[src/rtl/hpu_seq.sv]
// HPU job sequencer: item-memory write phase, datapath run phase, sticky done/err status.
// Optional run-phase cycle counter enabled with `define HPU_SEQ_PERF_EN.
module hpu_seq #(
  parameter int ITEM_W = 16,
  parameter int IDX_W  = 20
) (
  input  logic              clk,
  input  logic              rst,
  input  logic              start,
  input  logic              abort,
  input  logic [ITEM_W-1:0] cfg_item_num,
  input  logic [IDX_W-1:0]  cfg_addr_i,
  input  logic [IDX_W-1:0]  cfg_addr_j,
  input  logic              cfg_skip_matw,
  input  logic              dst_hs_last,
  output logic              matw,
  output logic [ITEM_W-1:0] mat_a,
  output logic              run,
  output logic [IDX_W-1:0]  addr_i,
  output logic [IDX_W-1:0]  addr_j,
  output logic              busy,
  output logic              done,
  output logic              err,
  output logic [31:0]       perf_cycles
);

  typedef enum logic [1:0] {IDLE, LOAD, RUN, DONE} state_t;

  state_t            state_q, state_d;
  logic [ITEM_W-1:0] mat_a_q, mat_a_d;
  logic [ITEM_W-1:0] item_num_q, item_num_d;
  logic [IDX_W-1:0]  addr_i_q, addr_i_d;
  logic [IDX_W-1:0]  addr_j_q, addr_j_d;
  logic              done_q, done_d;
  logic              err_q, err_d;

  always_comb begin
    state_d    = state_q;
    mat_a_d    = '0;
    item_num_d = item_num_q;
    addr_i_d   = addr_i_q;
    addr_j_d   = addr_j_q;
    done_d     = done_q;
    err_d      = err_q;
    if (abort) begin
      // abort outranks start and dst_hs_last; latched config survives
      state_d = IDLE;
      done_d  = 1'b0;
    end else begin
      case (state_q)
        IDLE: begin
          if (start) begin
            if (cfg_addr_j > cfg_addr_i) begin
              err_d = 1'b1;
            end else begin
              item_num_d = cfg_item_num;
              addr_i_d   = cfg_addr_i;
              addr_j_d   = cfg_addr_j;
              done_d     = 1'b0;
              err_d      = 1'b0;
              state_d    = cfg_skip_matw ? RUN : LOAD;
            end
          end
        end
        LOAD: begin
          // compare before increment so an all-ones item_num never wraps
          if (mat_a_q == item_num_q) state_d = RUN;
          else                       mat_a_d = mat_a_q + ITEM_W'(1);
        end
        RUN: begin
          if (dst_hs_last) begin
            state_d = DONE;
            done_d  = 1'b1;
          end
        end
        DONE:    state_d = IDLE;
        default: state_d = IDLE;
      endcase
    end
  end

  always_ff @(posedge clk) begin
    if (rst) begin
      state_q    <= IDLE;
      mat_a_q    <= '0;
      item_num_q <= '0;
      addr_i_q   <= '0;
      addr_j_q   <= '0;
      done_q     <= 1'b0;
      err_q      <= 1'b0;
    end else begin
      state_q    <= state_d;
      mat_a_q    <= mat_a_d;
      item_num_q <= item_num_d;
      addr_i_q   <= addr_i_d;
      addr_j_q   <= addr_j_d;
      done_q     <= done_d;
      err_q      <= err_d;
    end
  end

  assign matw   = (state_q == LOAD);
  assign run    = (state_q == RUN);
  assign busy   = (state_q != IDLE);
  assign mat_a  = mat_a_q;
  assign addr_i = addr_i_q;
  assign addr_j = addr_j_q;
  assign done   = done_q;
  assign err    = err_q;

`ifdef HPU_SEQ_PERF_EN
  logic [31:0] perf_q, perf_d;

  always_comb begin
    perf_d = perf_q;
    if (state_q == RUN)      perf_d = perf_q + 32'd1;
    else if (state_d == RUN) perf_d = '0;
  end

  always_ff @(posedge clk) begin
    if (rst) perf_q <= '0;
    else     perf_q <= perf_d;
  end

  assign perf_cycles = perf_q;
`else
  assign perf_cycles = '0;
`endif

endmodule

[config.mk]
export PLATFORM = sky130hd
export DESIGN_NAME = hpu_seq
export DESIGN_NICKNAME = d
export VERILOG_FILES = /design/src/rtl/hpu_seq.sv
export SDC_FILE = /design/constraint.sdc
export NUM_CORES = 1
export LEC_CHECK = 0
export CAP_MARGIN = 20
export CORE_MARGIN = 2
export CORE_UTILIZATION = 25
export DETAILED_ROUTE_END_ITERATION = 7
export PLACE_DENSITY = 0.59
export SYNTH_ARGS = -nofsm -noshare
export SYNTH_HDL_FRONTEND = slang
export SYNTH_SLANG_ARGS = --single-unit
[constraint.sdc]
create_clock -name clk -period 2.3 [get_ports clk]
set_input_delay 0.46 -clock clk [delete_from_list [all_inputs] [get_ports clk]]
set_output_delay 0.46 -clock clk [all_outputs]
set_load 0.01 [all_outputs]
==> results of run 1 <==
[cells in the final DEF (no fill, tap or decap), types with 17 or more instances in the layout]
| master | n |
|---|---|
| conb_1 | 32 |
| clkdlybuf4s50_1 | 86 |
| o21ai_0 | 25 |
| a21oi_1 | 20 |
| xnor2_1 | 20 |
| nor2_1 | 19 |
| buf_4 | 45 |
| mux2i_1 | 37 |
| nand2_1 | 17 |
| dfxtp_1 | 76 |
| nand2b_1 | 73 |
[Yosys cell counts, types with 2 or more instances]
cell and number:
a21o_1 2, a21oi_1 31, and2_1 4, and3_1 5, buf_4 32, buf_6 3
clkbuf_1 17, dfxtp_1 76, ha_1 24, inv_1 25, mux2i_1 37, nand2_1 17
nand2b_1 73, nand3_1 6, nand4_1 10, nor2_1 19, nor2b_1 2, nor3_1 2
o21ai_0 27, or3_1 21, xnor2_1 20, xor2_1 8
[critical path, stage by stage]
cell	delay, ns
clkdlybuf4s15_1	0.23
ha_4	0.29
nand4_1	0.20
nor4_4	0.28
buf_4	0.16
and2_4	0.14
a31oi_4	0.04
buf_12	0.16
nor2_4	0.12
buf_12	0.15
clkbuf_16	0.17
mux2i_1	0.19
[through the flow]
stage	util [%]	worst slack, ns	hold WS [ns]
6_report	40.1	-0.0235	0.385
5_1_grt	40.1	-0.0913	0.376
4_1_cts	38.6	0.00120	0.467
3_5_place_dp	34.5	-0.746	0.458
3_3_place_gp	34.5	-0.619	0.459
2_1_floorplan	-	0.0345	0.461
[worst max-delay path by stage]
stage | start | cells past startpoint | end | slack [ns]
finish | cfg_addr_j[10] | 12 | item_num_q[5] | -0.02
global route | cfg_addr_j[19] | 13 | item_num_q[15] | -0.09
CTS | cfg_addr_j[5] | 9 | item_num_q[7] | 0.001
detailed placement | cfg_addr_j[19] | 10 | addr_i[16] | -0.75
global placement | cfg_addr_j[19] | 10 | addr_i[19] | -0.62
floorplan | cfg_addr_i[19] | 9 | addr_i[12] | 0.03
[area by class of cell]
class | count | share of cell area [%]
sequential | 76 | 22.9
timing repair buffer | 180 | 26.0
tap | 220 | 4.14
multi-input combinational | 356 | 40.5
inverter | 25 | 1.53
clock inverter | 6 | 1.32
clock buffer | 10 | 3.60
[repair_timing]
item | CTS | global route
setup endpoints to repair | 60 | 60
pin swaps | 13 | 19
gates resized for setup | 73 | 91
buffers inserted | 24 | 4
gates cloned | 2 | 3
[registers in the layout, summed over array words and instances (netlist names)]
signal / count
addr_j: 20
state_q: 2
done: 1
item_num_q: 16
addr_i: 20
mat_a: 16
err: 1
[cell families (layout without fill, tap and decap cells)]
| kind of cell | after synthesis | count (layout) |
|---|---|---|
| AOI/OAI and AO/OA | 71 | 71 |
| xor gates and xnor gates | 28 | 28 |
| adders and majority gates | 24 | 24 |
| buffers and inverters | 79 | 221 |
| DFF | 76 | 76 |
| muxes | 37 | 37 |
| other | 1 | 32 |
| and+or+nand+nor | 164 | 164 |
[per-layer routing]
layer | global-route usage (%) | wire length, um | vias to the layer above
li1 | - | - | 1891
met1 | 16.4 | 5610 | 1771
met2 | 22.4 | 6050 | 118
met3 | 4.57 | 826 | 16
met4 | 5.20 | 204 | 0
met5 | 0 | 0 | -
[power groups by stage]
stage	clock network [mW]	logic (mW)	registers [mW]
finish	1.56	0.807	1.41
global route	1.67	0.879	1.41
CTS	1.60	0.724	1.41
detailed placement	0	0.657	1.43
global placement	0	0.644	1.43
floorplan	0	0.364	1.45
==> summary.txt, run 1 <==
Combinational share of power: 21.4%
Hold Crit Depth: 3
Final wirelength: 12700 um
Critical path startpoint category: input pin
HP Class: in -> reg
Worst setup margin: -0.0235 ns
R2R cell count: 5
Yosys top cell area share: 35.8%
Max Fclk: 430 MHz
Flop-to-flop setup slack: 0.32 ns
Hold_buf cts: 0
NumNets Final: 734
Fillers: 1655
Die Area: 0.0180 mm^2
Antenna cells: 0
Sequential share of power: 37.2%
Slew Viols, Final: 0
DR vias/cell: 4.35
Clock share of power: 41.4%
Xor and xnor area share after synthesis: 5.78%
Yosys Warn Count: 0
Area share of fa/ha/maj cells after synthesis: 7.07%
CORE AREA: 0.0166 mm^2
Reg area: 0.00152 mm^2
Simple-gate area share of the yosys netlist: 22.2%
Violated checks: setup timing
Die Wd: 134 um
Yosys top cell by area: dfxtp_1
Detailed Place HPWL: 8580 um
Clock slew at reported path FFs: 0.07 ns
Die height: 134 um
Setup Skew: 0.00863 ns
Origin of the critical flop-to-flop path: mat_a[8]
CTS buffer count: 9
Post-synth cell types: 41
Pleak: 2.54 nW
EDFF count, synth: 0
Worst endpoint required time: 2.56 ns
Clk sinks: 76
Synth top area cells: dfxtp_1, nand2b_1, mux2i_1
Via count: 3796
Post-route insts no fill: 873
GRT Resource Usage Total: 13.6%
Share of layout cells above drive strength 1: 23.9%
Reg2reg end: mat_a[3]
FF+latch count, synth: 76
P&R area growth vs syn: 56.5%
Largest family of logic cells by synthesized area: simple AND/OR/NAND/NOR gates
CP Capture Type: register
Final Cycle Share: 101%
WHS Endpoint: addr_j[12]
Row count: 47
Tightest Pin Transition: 0.853 ns
PD cells: 568 mW/mm^2
Net Switching: 985 uW
Initial antenna violation count: 0
Area after DPL: 0.00572 mm^2
Largest net degree at the start of global routing: 95
Max rail drop VDD: 0.359 mV
Minimum clock period: 2.32 ns
Clock Latency Late Sink: 0.34 ns
Primary FF master, synth: dfxtp_1
Max Cap Viol: 0
Asr flop ratio synth: 0%
Crit-path max FO: 8
Slew margin rel.: 43.2%
Internal: 2.79 mW
Worst EP arrival: 2.59 ns
Root Buffer: clkbuf_16
GPL Wtd Cong: 0.775
Footprint of the multi-input gates: 0.00269 mm^2
Setup TNS: -0.0672 ns
Min-delay src: cfg_addr_j[12]
WL per Instance: 14.5 um
Drt pass-1 iters: 5
CTS tree: yes
Placed insts: 824
Initial Utilization: 25.6%
1st-iter DRT viols: 133
Crit path kind: in -> reg
Port Buf Inserts: 122
I/O pin total: 155
Register area share after synthesis: 35.8%
Post-synthesis cell count: 480
Hold Fails Final Rpt: 0
DRT antenna net count: 0
Avg Cell Area, Syn: 8.84 um^2
Gr ovfl total: 0
H-tree depth: 3
Drt drc: 0
Design Power: 3.77 mW
Sw frac: 26.1%
Outcome: finished, violations left
Global-route wire length before repair: 19200 um
Setup violators final: 9
Final Instance Area: 0.00664 mm^2
Vias in the first global route: 3821
Mapped Area: 0.00425 mm^2
Mux contribution to synthesized area: 8.72%
RSZ-0062 raised after global routing: yes
Max Root-Sink Buffers: 2
Compound-cell area share of the yosys netlist: 9.93%
Power figures use the tool's default switching activity.
==> run 2, diff against run 1 <==
Settings changed: CORE_MARGIN 2 to 1.5.
==> run 2 against run 1 <==
  * Clock skew fell by 0.0011 ns
  * Critical path type unchanged
  * Power grew 0.77%
  * The flow still finishes with violations (setup timing)
  * Final cell count down 1.4%
  * Count of clock-buffer cells in the layout did not move
==> summary.txt, run 2 (synthesis gave the netlist of run 1 again) <==
Die Wd: 133 um (-0.74%)
RSZ-0062 raised after global routing: yes
Port Buf Inserts: 122 (unchanged)
Worst endpoint required time: 2.52 ns (-0.04 ns)
Worst EP arrival: 2.62 ns (+0.03 ns)
Initial antenna violation count: 0 (unchanged)
Max Root-Sink Buffers: 2 (unchanged)
Detailed Place HPWL: 8570 um (-0.12%)
Final Cycle Share: 104% (+3.2 points)
Largest net degree at the start of global routing: 95 (unchanged)
Die Area: 0.0178 mm^2 (-1.5%)
Global-route wire length before repair: 19300 um (+0.18%)
NumNets Final: 722 (-1.6%)
I/O pin total: 155 (unchanged)
H-tree depth: 3 (unchanged)
Vias in the first global route: 3749 (-1.9%)
Drt pass-1 iters: 4 (-1)
1st-iter DRT viols: 111 (-17%)
Final Instance Area: 0.00648 mm^2 (-2.4%)
Most frequent cells in the layout: clkdlybuf4s50_1, dfxtp_1, nand2b_1
Worst slack at placement: -0.673 ns (+0.0727 ns)
Max rail drop VDD: 0.326 mV (-9.3%)
DR vias/cell: 4.33 (-0.45%)
Gr ovfl total: 0 (unchanged)
Clock Latency Late Sink: 0.34 ns (about the same)
Tightest Pin Transition: 0.792 ns (-0.0609 ns)
Hold Fails Final Rpt: 0 (unchanged)
Setup violators final: 31 (+22)
Clk sinks: 76 (unchanged)
Design Power: 3.80 mW (+0.77%)
CTS tree: yes
P&R area growth vs syn: 52.7%
M1 WL: 5330 um (-5.0%)
Via count: 3727 (-1.8%)
Critical path startpoint category: input pin
Violated checks: setup timing
Root Buffer: clkbuf_16
Antenna cells: 0 (unchanged)
GPL Wtd Cong: 0.778 (+0.34%)
Area after DPL: 0.00570 mm^2 (-0.31%)
Post-route insts no fill: 861 (-1.4%)
Max Fclk: 417 MHz (-3.1%)
Placed insts: 820 (-0.49%)
Outcome: finished, violations left
CORE AREA: 0.0166 mm^2 (unchanged)
Drt drc: 0 (unchanged)
Crit path kind: in -> reg
Row count: 47 (unchanged)
CTS buffer count: 9 (unchanged)
HP Class: in -> reg
Share of layout cells above drive strength 1: 23.2% (-0.64 points)
Pleak: 2.48 nW (-2.3%)
Initial Utilization: 25.6% (unchanged)
Crit-path max FO: 8 (unchanged)
Post-layout util: 39.1% (-0.98 points)
Slew Viols, Final: 0 (unchanged)
Routed wl met2: 5840 um (-3.4%)
Final wirelength: 12100 um (-4.9%)
Clock slew at reported path FFs: 0.06 ns (about the same)
Die height: 133 um (-0.74%)
Most common cell after layout, fill and taps aside: clkdlybuf4s50_1
DRT antenna net count: 0 (unchanged)
Max Cap Viol: 0 (unchanged)
GRT Resource Usage Total: 13.6% (+0.036 points)
Slew margin rel.: 47.2% (+4.1 points)
Setup Skew: 0.00752 ns (-0.00111 ns)
CP Capture Type: register
Fillers: 1667 (+0.73%)
Minimum clock period: 2.40 ns (+0.0745 ns)
Worst setup margin: -0.0980 ns (-0.0745 ns)
Highest metal used: met4
PD cells: 587 mW/mm^2 (+3.3%)
Metal3 WL: 722 um (-13%)
WL per Instance: 14.0 um (-3.6%)
==> run 2: cell count changes in the layout (fill, tap and decap cells not counted), sizes merged <==
| cell | previous run | this run |
|---|---|---|
| inv | 25 | 26 |
| clkinv | 4 | 1 |
| clkinvlp | 0 | 1 |
| bufinv | 2 | 3 |
| clkdlybuf4s15 | 5 | 1 |
| dlygate4sd2 | 8 | 1 |
| dlymetal6s2s | 3 | 6 |
| buf | 64 | 68 |
| clkdlybuf4s50 | 86 | 82 |
| clkbuf | 24 | 20 |
==> run 2: critical path: stages <==
cell	delay, ns
buf_8	0.11
ha_4	0.26
nand4_1	0.25
nor4_4	0.45
a21bo_2	0.30
a31oi_4	0.18
buf_12	0.14
nor2_4	0.05
buf_12	0.13
buf_12	0.14
mux2i_2	0.14
==> run 2: what timing repair did <==
| action | 4_1_cts | 5_1_grt |
|---|---|---|
| hold endpoints to repair | 0 | 0 |
| cloned | 2 | 0 |
| buffers inserted | 16 | 9 |
| gates resized for setup | 135 | 57 |
| hold buffers | 0 | 0 |
| pin swaps | 16 | 23 |
| setup endpoints to repair | 60 | 59 |
==> run 2: cell type report <==
class / count / area, um^2 / share of cell area (%)
multi-input cells: 356 / 2690 / 41.4
repair buffers: 168 / 1560 / 24.1
flip-flops and latches: 76 / 1520 / 23.5
well taps: 220 / 275 / 4.25
clock buffers: 10 / 229 / 3.53
clock inverters: 6 / 111 / 1.72
inverters: 25 / 98.8 / 1.53
==> run 2: power breakdown <==
part,switching (mW),internal [mW],leakage (nW)
Sequential,0.0341,1.37,0.616
Clock,0.578,1.06,0.163
Combinational,0.352,0.404,1.70
Total,0.965,2.84,2.48
==> run 2: final timing paths <==
path                                      from            end  slack (ns)  depth (start not counted)
worst max-delay path            cfg_addr_j[19]  item_num_q[3]        -0.1                         11
worst min-delay path            cfg_addr_j[16]     addr_j[16]        0.39                          3
worst max register to register       mat_a[10]       mat_a[2]        0.31                          5
worst min register to register            done           done        0.47                          2
==> run 2: routing by layer <==
metal	vias to the layer above	GRT usage, %
met5	-	0
met1	1729	16.7
met4	0	4.65
met3	12	3.81
met2	112	23.1
li1	1874	-
==> run 2: stage by stage <==
step,TNS (ns),hold WS (ns)
after CTS,-0.00278,0.404
after floorplan,0,0.461
after global routing,-6.12,0.392
after detailed placement,-38.57,0.461
final,-2.05,0.394
after global placement,-34.14,0.459
